`src/rtl/ring_digit_scanner.sv`:
```
// Seven-segment digit scanner driven by a 4-bit one-hot ring counter.
// Validates the ring sequence, counts revolutions and swaps display data only at revolution boundaries.
module ring_digit_scanner #(
  parameter bit SEG_ACTIVE_LOW = 1'b1,
  parameter int REV_WIDTH      = 8
) (
  input  logic                 clk,
  input  logic                 reset,
  input  logic [3:0]           ring,
  input  logic [15:0]          data,
  input  logic                 data_load,
  input  logic                 err_clr,
  output logic [3:0]           an,
  output logic [6:0]           seg,
  output logic [REV_WIDTH-1:0] rev_count,
  output logic                 ring_err
);

  typedef enum logic [1:0] {SYNC, RUN, FAULT} state_t;

  localparam logic [6:0] BLANK = SEG_ACTIVE_LOW ? 7'h7F : 7'h00;
  localparam logic [REV_WIDTH-1:0] REV_ONE = {{(REV_WIDTH-1){1'b0}}, 1'b1};

  function automatic logic [6:0] hex7(input logic [3:0] d);
    case (d)
      4'h0: hex7 = 7'h3F;  4'h1: hex7 = 7'h06;  4'h2: hex7 = 7'h5B;  4'h3: hex7 = 7'h4F;
      4'h4: hex7 = 7'h66;  4'h5: hex7 = 7'h6D;  4'h6: hex7 = 7'h7D;  4'h7: hex7 = 7'h07;
      4'h8: hex7 = 7'h7F;  4'h9: hex7 = 7'h6F;  4'hA: hex7 = 7'h77;  4'hB: hex7 = 7'h7C;
      4'hC: hex7 = 7'h39;  4'hD: hex7 = 7'h5E;  4'hE: hex7 = 7'h79;  default: hex7 = 7'h71;
    endcase
  endfunction

  state_t      state;
  logic [3:0]  ring_q, prev_q;
  logic [15:0] stage_q, disp_q;
  logic        pend_q;

  logic        at_zero, legal, commit, wrap, next_run;
  logic [15:0] disp_nx;
  logic [3:0]  nib;
  logic [6:0]  seg_lit;

  always_comb begin
    at_zero  = (ring_q == 4'b0001);
    legal    = $onehot(ring_q) &&
               ((ring_q == prev_q) || (ring_q == {prev_q[2:0], prev_q[3]}));
    commit   = at_zero && ((state == SYNC) || ((state == RUN) && (prev_q != 4'b0001)));
    wrap     = (state == RUN) && legal && (prev_q == 4'b1000) && at_zero;
    next_run = ((state == SYNC) && at_zero) || ((state == RUN) && legal);
    // Use the value being committed so digit 0 of a new revolution already shows it
    disp_nx  = (commit && pend_q) ? stage_q : disp_q;
    case (ring_q)
      4'b0010: nib = disp_nx[7:4];
      4'b0100: nib = disp_nx[11:8];
      4'b1000: nib = disp_nx[15:12];
      default: nib = disp_nx[3:0];
    endcase
    seg_lit  = hex7(nib);
  end

  always_ff @(posedge clk or negedge reset) begin
    if (!reset) begin
      state     <= SYNC;
      ring_q    <= 4'b0000;
      prev_q    <= 4'b0000;
      stage_q   <= 16'h0000;
      disp_q    <= 16'h0000;
      pend_q    <= 1'b0;
      an        <= 4'b0000;
      seg       <= BLANK;
      rev_count <= '0;
      ring_err  <= 1'b0;
    end else begin
      ring_q <= ring;
      prev_q <= ring_q;
      disp_q <= disp_nx;

      if (data_load) begin
        stage_q <= data;
        pend_q  <= 1'b1;
      end else if (commit) begin
        pend_q  <= 1'b0;
      end

      if (next_run) begin
        an  <= ring_q;
        seg <= SEG_ACTIVE_LOW ? ~seg_lit : seg_lit;
      end else begin
        an  <= 4'b0000;
        seg <= BLANK;
      end

      if (wrap) rev_count <= rev_count + REV_ONE;

      case (state)
        SYNC: begin
          if (at_zero) state <= RUN;
          if (err_clr) ring_err <= 1'b0;
        end
        RUN: begin
          // A new error takes priority over a simultaneous clear
          if (!legal) begin
            state    <= FAULT;
            ring_err <= 1'b1;
          end else if (err_clr) begin
            ring_err <= 1'b0;
          end
        end
        default: begin
          if (err_clr) begin
            state    <= SYNC;
            ring_err <= 1'b0;
          end
        end
      endcase
    end
  end

endmodule

```
`config.mk`:
```
export PLATFORM = sky130hd
export DESIGN_NAME = ring_digit_scanner
export DESIGN_NICKNAME = d
export VERILOG_FILES = /design/src/rtl/ring_digit_scanner.sv
export SDC_FILE = /design/constraint.sdc
export NUM_CORES = 1
export LEC_CHECK = 0
export CORE_UTILIZATION = 49
export CTS_CLUSTER_DIAMETER = 30
export CTS_CLUSTER_SIZE = 8
export DETAILED_ROUTE_END_ITERATION = 6
export HOLD_SLACK_MARGIN = 0.06
export PLACE_DENSITY = 0.86
export SETUP_SLACK_MARGIN = 0.5
export SYNTH_ARGS = -nofsm -noshare
export SYNTH_HDL_FRONTEND = slang
export SYNTH_SLANG_ARGS = --single-unit
```
`constraint.sdc`:
```
create_clock -name clk -period 3.2 [get_ports clk]
set_input_delay 0.64 -clock clk [delete_from_list [all_inputs] [get_ports clk]]
set_output_delay 0.64 -clock clk [all_outputs]
set_load 0.01 [all_outputs]
```
==> metrics.md, run 1 <==
| Metric | Value |
|---|---|
| Status | `completed` |
| Antenna Cells | `0` |
| GRT Util Overall | `0.2110` |
| RSZ-0062 raised after global routing | `true` |
| Synth area leader | `dfrtp_1` |
| Gate Count Post-Synth | `233` |
| Vias | `2061` |
| Pre-CTS WS | `-2.667 ps` |
| Delay-heaviest family, CP | `compound AO/OA/AOI/OAI gates` |
| P_leak | `1.800 nW` |
| Num CTS Buffers | `9` |
| Die height | `79.75 microns` |
| Post-Syn Area | `2962 sq um` |
| Area grow syn2layout | `32.74%` |
| Clk_lat worst skew | `350 ps` |
| Peak Freq | `330.8 MHz` |
| Crit path max fanout | `7` |
| Combinational share of power | `0.245` |
| MaxCap Viol Count | `0` |
| Root buffer cell | `clkbuf_8` |
| Max VDD drop | `0.3723 mV` |
| Worst path cell trace | `inv_2, ha_4, or4b_4, a211o_4, buf_4, mux2_4, a22oi_2, o211a_4, inv_2, ha_2, or3_1, o311a_1` |
| Largest net degree at the start of global routing | `34` |
| H-tree levels | `3` |
| Global route overflow | `0` |
| Worst-Margin Slew | `768.0 ps` |
| Tmin final | `3023 ps` |
| Most used cell, CP | `inv_2` |
| Starting density of the core | `0.5218` |
| Final setup vio count | `0` |
| Total Die Area | `6359 sq um` |
| Crit-path slowest cell | `or4b_4` |
| Setup TNS | `0 ps` |
| Total power draw | `2.130 mW` |
| Final Cell Area | `3931 sq um` |
| Final Max Tran Viols | `0` |
| Layout cells sized above 1 | `0.3279` |
| Power density over cell area | `541.9 nW/um^2` |
| DP HPWL | `4259 microns` |
| WL final | `6160 microns` |
| YS warnings | `0` |
| CP max stage delay | `470 ps` |
| Seq cells post-synth | `63` |
| Drt pass-1 iters | `4` |
| Startpoint types | `register` |
| Worst path arrival time | `3290 ps` |
| WL/cell | `16.34 microns` |
| Most common cell after layout, fill and taps aside | `dfrtp_1` |
| I/O Pins | `44` |
| Sw Ratio | `0.2856` |
| P_int | `1.522 mW` |
| Vias in the first global route | `2075` |
| Clock-pin slew on the worst setup and hold paths | `70 ps` |
| Hold Slack | `367.2 ps` |
| GPL Wtd Cong | `0.9116` |
| First-pass GRT wire length | `9839 microns` |
| Placed instance area | `3536 sq um` |
| Synth cell types | `53` |
| Fin util | `0.6927` |
| Crit path required time | `3470 ps` |
| Top FF cell, synth | `dfrtp_1` |
| DRC viols | `0` |
| Period utilisation layout | `0.9446` |
| Critical path buffers and inverters | `3` |
| Placed Instances | `348` |
| Slew headroom | `0.4864` |
| Initial antenna violation count | `0` |
| Antenna Nets Post-Route | `0` |
| Routed vias/inst | `5.467` |
| Port bufs | `43` |
| Post-synthesis sequential area ratio | `0.5353` |
| Flop pwr share | `0.440` |
| Final Hold Fails | `0` |
| Clk sink count | `63` |
| Initial DRC count | `122` |
| Share of flip-flops with an asynchronous set or reset | `1.000` |
| Worst clock skew | `7.887 ps` |
| Clk pwr share | `0.315` |
| Critical Path Sink Type | `register` |
| Cell Rows | `27` |
| Max clock buf depth | `2` |
| Avg Inst Size Synth | `12.71 sq um` |
| Synth area leaders | `dfrtp_1, mux2_2, dfstp_2, ha_1, mux2i_1` |
| Fin nets | `338` |
| Synth top area share | `0.4732` |
| Post-synth EDFFs | `0` |
| Die width | `79.75 microns` |
| Non-filler cells, final | `377` |
| Hold Path Class | `in2async` |
| NetSw | `0.6085 mW` |
| Final worst slack | `177.1 ps` |
| CP Class | `reg2reg` |
| CTS tree | `yes` |
| Most frequent cells in the layout | `dfrtp_1, clkdlybuf4s50_1, mux2_2` |
| Post-Syn Nets | `271` |
| Core footprint | `5675 sq um` |
per-layer routing:
metal | GRT usage | share of wire | wire length [microns] | up-vias
li1 | - | - | - | 958
met1 | 0.2608 | 0.44 | 2708 | 1018
met2 | 0.3282 | 0.48 | 2961 | 71
met3 | 0.06743 | 0.056 | 343 | 14
met4 | 0.1125 | 0.024 | 147 | 0
met5 | 0 | 0 | 0 | -
power by group through the flow:
stage	sequential, mW	combinational, mW	clock, mW
final	0.938	0.523	0.670
after global routing	0.947	0.574	0.722
after CTS	0.938	0.480	0.686
after detailed placement	0.950	0.440	0
after global placement	0.946	0.419	0
after floorplan	0.940	0.314	0
worst paths after layout:
check | startpoint | end | slack, ps | depth (start not counted)
worst max register to register | ring_q[1]$_DFF_PN0_ | seg[0]$_DFF_PN1_ | 180 | 12
worst min-delay path | reset | stage_q[8]$_DFFE_PN0P_ | 370 | 1
worst min register to register | pend_q$_DFFE_PN0P_ | pend_q$_DFFE_PN0P_ | 480 | 1
min in group clk | pend_q$_DFFE_PN0P_ | pend_q$_DFFE_PN0P_ | 480 | 1
max in group asynchronous | reset | ring_q[1]$_DFF_PN0_ | 2120 | 2
worst max-delay path | ring_q[1]$_DFF_PN0_ | seg[0]$_DFF_PN1_ | 180 | 12
flip-flops by register name, summed over array words and instances, names as in the netlist:
name,count
pend_q,1
rev_count,8
ring_err,1
stage_q,16
an,4
ring_q,4
state,2
seg,7
prev_q,4
disp_q,16
area by class of cell:
cell class | instances | area (sq um)
fillers | 382 | 1744
flip-flops and latches | 63 | 1585
multi-input cells | 142 | 1398
repair buffers | 64 | 590.6
clock buffers | 12 | 145.1
well taps | 72 | 90.09
inverters | 20 | 77.57
clock inverters | 4 | 45.04
cell usage after synthesis, types with 3 or more instances:
master and instances:
ha_1 13, clkbuf_1 3, dfrtp_1 56, a21oi_1 4
xor2_1 10, mux2_2 22, o21ai_0 3, mux2i_1 12
nand3_1 6, inv_1 20, nand4_1 3, nand2_1 9
xnor2_1 5, nor2_1 9, dfstp_2 7, and2_1 3
cell families (layout without fill, tap and decap cells):
group                    count (synthesis)  count (layout)  synth area share
AO/OA/AOI/OAI                           30              30           0.08366
XOR/XNOR                                15              15           0.04436
adder cells (fa/ha/maj)                 14              14           0.06168
buffers and inverters                   28             100           0.04689
flip-flops                              63              63            0.5353
multiplexers                            37              37            0.1390
AND/OR/NAND/NOR                         46              46           0.08915
worst reg2reg max path: stages (launching register included):
cell     delay (ps)
dfrtp_1         380
inv_2            80
ha_4            130
or4b_4          470
a211o_4         330
buf_4           150
mux2_4          310
a22oi_2         170
o211a_4         220
inv_2            70
ha_2            210
or3_1           310
o311a_1         120
timing repair:
| item | CTS | global route |
|---|---|---|
| endpoints found under the setup margin | 14 | 15 |
| pin swaps | 10 | 10 |
| cloned | 0 | 0 |
| gates resized for setup | 11 | 13 |
| buffers inserted | 9 | 4 |
| hold buffers | 0 | 0 |
(Power assumes the default switching activity.)
==> run 2: changes to the inputs <==
- TNS_END_PERCENT: not set -> 5
==> metrics.md, run 2 (synthesis results as in run 1) <==
| Metric | Value |
|---|---|
| Routed vias/inst | `5.429` |
| Hold Slack | `450.8 ps` |
| Tmin final | `3119 ps` |
| Clk pwr share | `0.352` |
| Pre-CTS WS | `11.92 ps` |
| Reg2Reg Setup Slack | `80 ps` |
| Core footprint | `5675 sq um` |
| Max clock buf depth | `2` |
| Port bufs | `43` |
| Setup TNS | `0 ps` |
| FF-to-FF Start | `ring_q[1]$_DFF_PN0_` |
| Initial antenna violation count | `0` |
| Total power draw | `2.158 mW` |
| CP endpoint | `seg[5]$_DFF_PN1_` |
| Drt pass-1 iters | `4` |
| Slew headroom | `0.4762` |
| Power density over cell area | `563.0 nW/um^2` |
| Most common cell after layout, fill and taps aside | `dfrtp_1` |
| Crit path required time | `3460 ps` |
| GRT Util Overall | `0.2100` |
| Final Hold Fails | `0` |
| Largest net degree at the start of global routing | `64` |
| Fin nets | `329` |
| Final worst slack | `80.55 ps` |
| Global route overflow | `0` |
| Root buffer cell | `clkbuf_8` |
| WL final | `5959 microns` |
| Combinational share of power | `0.214` |
| Placed Instances | `350` |
| MaxCap Viol Count | `0` |
| H-tree levels | `3` |
| Flop pwr share | `0.434` |
| Starting density of the core | `0.5218` |
| Vias in the first global route | `2054` |
| CP startpoint | `ring_q[1]$_DFF_PN0_` |
| Crit path max fanout | `10` |
| Initial DRC count | `121` |
| Die height | `79.75 microns` |
| # hold bufs at CTS | `0` |
| Die width | `79.75 microns` |
| Peak Freq | `320.6 MHz` |
| Antenna Nets Post-Route | `0` |
| Layout cells sized above 1 | `0.2905` |
| First-pass GRT wire length | `9804 microns` |
| DRC viols | `0` |
| I/O Pins | `44` |
| Reg2reg end | `seg[5]$_DFF_PN1_` |
| Worst path arrival time | `3380 ps` |
| Worst Reg-to-Reg Cells | `14` |
| DP HPWL | `4053 microns` |
| Sw Ratio | `0.2693` |
| Max VDD drop | `0.3443 mV` |
| Final Max Tran Viols | `0` |
| Most frequent cells in the layout | `dfrtp_1, clkdlybuf4s50_1, mux2_2` |
| Antenna Cells | `0` |
| Vias | `1998` |
| P_int | `1.577 mW` |
| NetSw | `0.5812 mW` |
| CTS tree | `yes` |
| Startpoint types | `register` |
| Num CTS Buffers | `9` |
| Worst clock skew | `5.353 ps` |
| Critical Path Sink Type | `register` |
| Worst-Margin Slew | `783.3 ps` |
| Period utilisation layout | `0.9748` |
| Status | `completed` |
| RSZ-0062 raised after global routing | `true` |
| Area grow syn2layout | `29.40%` |
| Cell Rows | `27` |
| Clock-pin slew on the worst setup and hold paths | `60 ps` |
| GPL Wtd Cong | `0.9482` |
| P_leak | `1.771 nW` |
| WL/cell | `16.19 microns` |
| Clk_lat worst skew | `340 ps` |
| Final setup vio count | `0` |
| Non-filler cells, final | `368` |
| Total Die Area | `6359 sq um` |
| CP Class | `reg2reg` |
| Clk sink count | `63` |
| Regs by FF count | `disp_q (16), stage_q (16), rev_count (8)` |
| Hold Path Class | `in2async` |
## run 2: changes by cell type in the layout (fill, tap and decap cells not counted), moves of 2 or more
cell | previous run | this run
buf_6 | 2 | 0
clkinv_2 | 3 | 1
clkbuf_8 | 10 | 14
buf_4 | 19 | 12
clkbuf_1 | 2 | 0
ha_4 | 4 | 2
inv_1 | 15 | 17
ha_1 | 7 | 9
## run 2: critical path, cell delays in order (launching register included)
cell      delay (ps)
dfrtp_1          390
inv_2             80
ha_4             130
or4b_4           470
a211o_4          330
buf_4            210
mux2_4           320
a22oi_2          160
o211a_4          220
inv_1             80
ha_2             200
inv_1            110
a21oi_1           60
a21oi_1          140
o221ai_1         130
## run 2: power by group through the flow
stage	registers [mW]	logic, mW	clock network [mW]
floorplan	0.940	0.302	0
CTS	0.937	0.446	0.774
global route	0.946	0.507	0.816
detailed placement	0.950	0.427	0
finish	0.936	0.461	0.761
global placement	0.945	0.409	0
## run 2: what timing repair did
item | CTS | global route
pin swaps | 2 | 5
hold endpoints to repair | 0 | 0
resized for setup | 2 | 11
setup endpoints to repair | 15 | 17
setup buffers | 2 | 0
## run 2: worst min path at each step
stage               cells past startpoint                        to
global route                            2    stage_q[8]$_DFFE_PN0P_
floorplan                               0           an[0]$_DFF_PN0_
detailed placement                      1  rev_count[7]$_DFFE_PN0P_
global placement                        1  rev_count[7]$_DFFE_PN0P_
finish                                  2   stage_q[13]$_DFFE_PN0P_
CTS                                     2    stage_q[5]$_DFFE_PN0P_
## run 2: per-stage QoR
step,instance area (sq um),util
3_5_place_dp,3520,0.6202
2_1_floorplan,2993,-
6_report,3832,0.6753
4_1_cts,3777,0.6656
3_3_place_gp,3520,0.6202
5_1_grt,3832,0.6753
## run 2: cell type report
cell class | count | area (sq um)
Clock buffer | 14 | 192.7
Sequential cell | 63 | 1585
Tap cell | 72 | 90.09
Multi-Input combinational cell | 142 | 1339
Clock inverter | 2 | 35.03
Inverter | 20 | 75.07
Timing Repair Buffer | 55 | 515.5
Fill cell | 419 | 1843
## run 2: layer usage
metal  vias to the layer above  share of wire  track usage
met1                      1005           0.43       0.2605
met3                         8          0.052      0.08229
li1                        932              -            -
met2                        53           0.50       0.3368
met4                         0          0.014      0.06607
met5                         -              0            0
==> run 3: changes to the inputs <==
- GPL_TIMING_DRIVEN: not set -> 0
- SLEW_MARGIN: not set -> 10
==> metrics.md, run 3 (synthesis results as in run 1) <==
| Metric | Value |
|---|---|
| Status | `finished, violations left` |
| Failing checks | `negative setup slack` |
| Port bufs | `42` |
| Vias in the first global route | `2031` |
| Final Hold Fails | `0` |
| Clk_lat worst skew | `340 ps` |
| Total Die Area | `6359 sq um` |
| NetSw | `0.5917 mW` |
| RSZ-0062 raised after global routing | `true` |
| Final worst slack | `-83.87 ps` |
| Combinational share of power | `0.230` |
| Flop pwr share | `0.429` |
| Critical Path Sink Type | `register` |
| Initial antenna violation count | `0` |
| Vias | `2033` |
| Routed vias/inst | `5.421` |
| Period utilisation layout | `1.026` |
| Clk sink count | `63` |
| Placed Instances | `347` |
| Core footprint | `5675 sq um` |
| WL final | `5960 microns` |
| Layout cells sized above 1 | `0.3036` |
| Slew headroom | `0.4591` |
| Worst path arrival time | `3550 ps` |
| Die height | `79.75 microns` |
| Power density over cell area | `559.1 nW/um^2` |
| Worst path cell trace | `inv_2, ha_4, or4b_4, a211o_1, buf_6, buf_12, mux2_4, a222oi_1, a21oi_2, inv_2, buf_6, ha_4, mux2i_1, a221o_1` |
| M1 WL | `2565 microns` |
| Clk pwr share | `0.341` |
| Worst clock skew | `8.601 ps` |
| Routed wl met3 | `242 microns` |
| Fill cells | `403` |
| CP Class | `reg2reg` |
| Initial DRC count | `72` |
| Sw Ratio | `0.2716` |
| GRT Util Overall | `0.2093` |
| CP endpoint | `seg[1]$_DFF_PN1_` |
| Root buffer cell | `clkbuf_8` |
| Antenna Nets Post-Route | `0` |
| H-tree levels | `3` |
| Largest net degree at the start of global routing | `64` |
| CP startpoint | `ring_q[1]$_DFF_PN0_` |
| Area of the multi-input gates | `1341 sq um` |
| Non-filler cells, final | `375` |
| Startpoint types | `register` |
| Final setup vio count | `5` |
| Crit-path slowest cell | `or4b_4` |
| # hold bufs at CTS | `0` |
| DP HPWL | `3979 microns` |
| Drt pass-1 iters | `5` |
| P_int | `1.587 mW` |
| Global route overflow | `0` |
| Final Cell Area | `3896 sq um` |
| Regs by FF count | `disp_q (16), stage_q (16), rev_count (8)` |
| DR WL met2 | `3011 microns` |
| Reg2reg end | `seg[1]$_DFF_PN1_` |
| Most frequent cells in the layout | `dfrtp_1, clkdlybuf4s50_1, mux2_2` |
| Worst Reg-to-Reg Cells | `14` |
| Pre-CTS WS | `-297.5 ps` |
| Final Max Tran Viols | `0` |
| Crit path required time | `3470 ps` |
| GPL Wtd Cong | `0.8898` |
| Tmin final | `3284 ps` |
| Placed instance area | `3501 sq um` |
| Peak Freq | `304.5 MHz` |
| Fin nets | `337` |
| P_leak | `1.800 nW` |
| Cell Rows | `27` |
| Reg2Reg Setup Slack | `-80 ps` |
| FF-to-FF Start | `ring_q[1]$_DFF_PN0_` |
| Top sig layer | `met4` |
| Max VDD drop | `0.3361 mV` |
| DRC viols | `0` |
| CTS tree | `yes` |
| Area grow syn2layout | `31.56%` |
| First-pass GRT wire length | `9715 microns` |
| Antenna Cells | `0` |
| Clock-pin slew on the worst setup and hold paths | `70 ps` |
| Num CTS Buffers | `9` |
| Register Area | `1588 sq um` |
| I/O Pins | `44` |
| MaxCap Viol Count | `0` |
| Most common cell after layout, fill and taps aside | `dfrtp_1` |
| Crit path max fanout | `6` |
| CP max stage delay | `450 ps` |
| Max clock buf depth | `2` |
| Worst-Margin Slew | `811.3 ps` |
| WL/cell | `15.89 microns` |
| Hold Path Class | `in2async` |
| Die width | `79.75 microns` |
| Starting density of the core | `0.5218` |
-- run 3: power by group through the flow --
stage	logic [mW]	clock network [mW]	registers, mW
2_1_floorplan	0.302	0	0.940
3_3_place_gp	0.404	0	0.943
3_5_place_dp	0.425	0	0.951
4_1_cts	0.475	0.760	0.936
5_1_grt	0.543	0.788	0.944
6_report	0.500	0.743	0.935
-- run 3: worst max-delay path: cells and delay by family (launching register included) --
kind                     cells  cell delay, ps
adder cells (fa/ha/maj)      2             240
multiplexers                 2             360
AND/OR/NAND/NOR              1             450
flip-flops                   1             420
buffers and inverters        5             590
AO/OA/AOI/OAI                4            1140
-- run 3: worst min path at each step --
stage / start / to / depth (start not counted)
after global routing: ring_q[3]$_DFF_PN0_ / prev_q[3]$_DFF_PN0_ / 0
after CTS: ring_q[3]$_DFF_PN0_ / prev_q[3]$_DFF_PN0_ / 0
after detailed placement: ring_q[3]$_DFF_PN0_ / prev_q[3]$_DFF_PN0_ / 0
final: reset / stage_q[12]$_DFFE_PN0P_ / 1
after global placement: ring_q[3]$_DFF_PN0_ / prev_q[3]$_DFF_PN0_ / 0
after floorplan: reset / an[0]$_DFF_PN0_ / 0
-- run 3: timing repair --
| action | CTS | global route |
|---|---|---|
| pin swaps | 12 | 10 |
| endpoints found under the setup margin | 15 | 13 |
| resized for setup | 17 | 5 |
| buffers inserted | 11 | 2 |
-- run 3: routing by layer --
metal  up-vias  global-route usage
li1        947                   -
met1      1019              0.2600
met2        54              0.3368
met3        13             0.04457
met4         0              0.1214
met5         -                   0
-- run 3: area by class of cell --
type                    count  share of cell area
flip-flops and latches     63              0.4075
clock inverters             4             0.01798
plain buffers               8             0.01702
clock buffers              11             0.03629
multi-input cells         142              0.3443
well taps                  72             0.02312
inverters                  20             0.02055
repair buffers             55              0.1333
-- run 3: through the flow --
stage	total power, mW	setup TNS (ps)	hold slack, ps	util
3_3_place_gp	1.347	-23650	355.3	0.6173
2_1_floorplan	1.242	0	344.4	-
3_5_place_dp	1.377	-1182	359.6	0.6168
5_1_grt	2.276	-1074	386.1	0.6865
4_1_cts	2.171	-485.4	379.4	0.6810
6_report	2.178	-253.4	366.0	0.6865
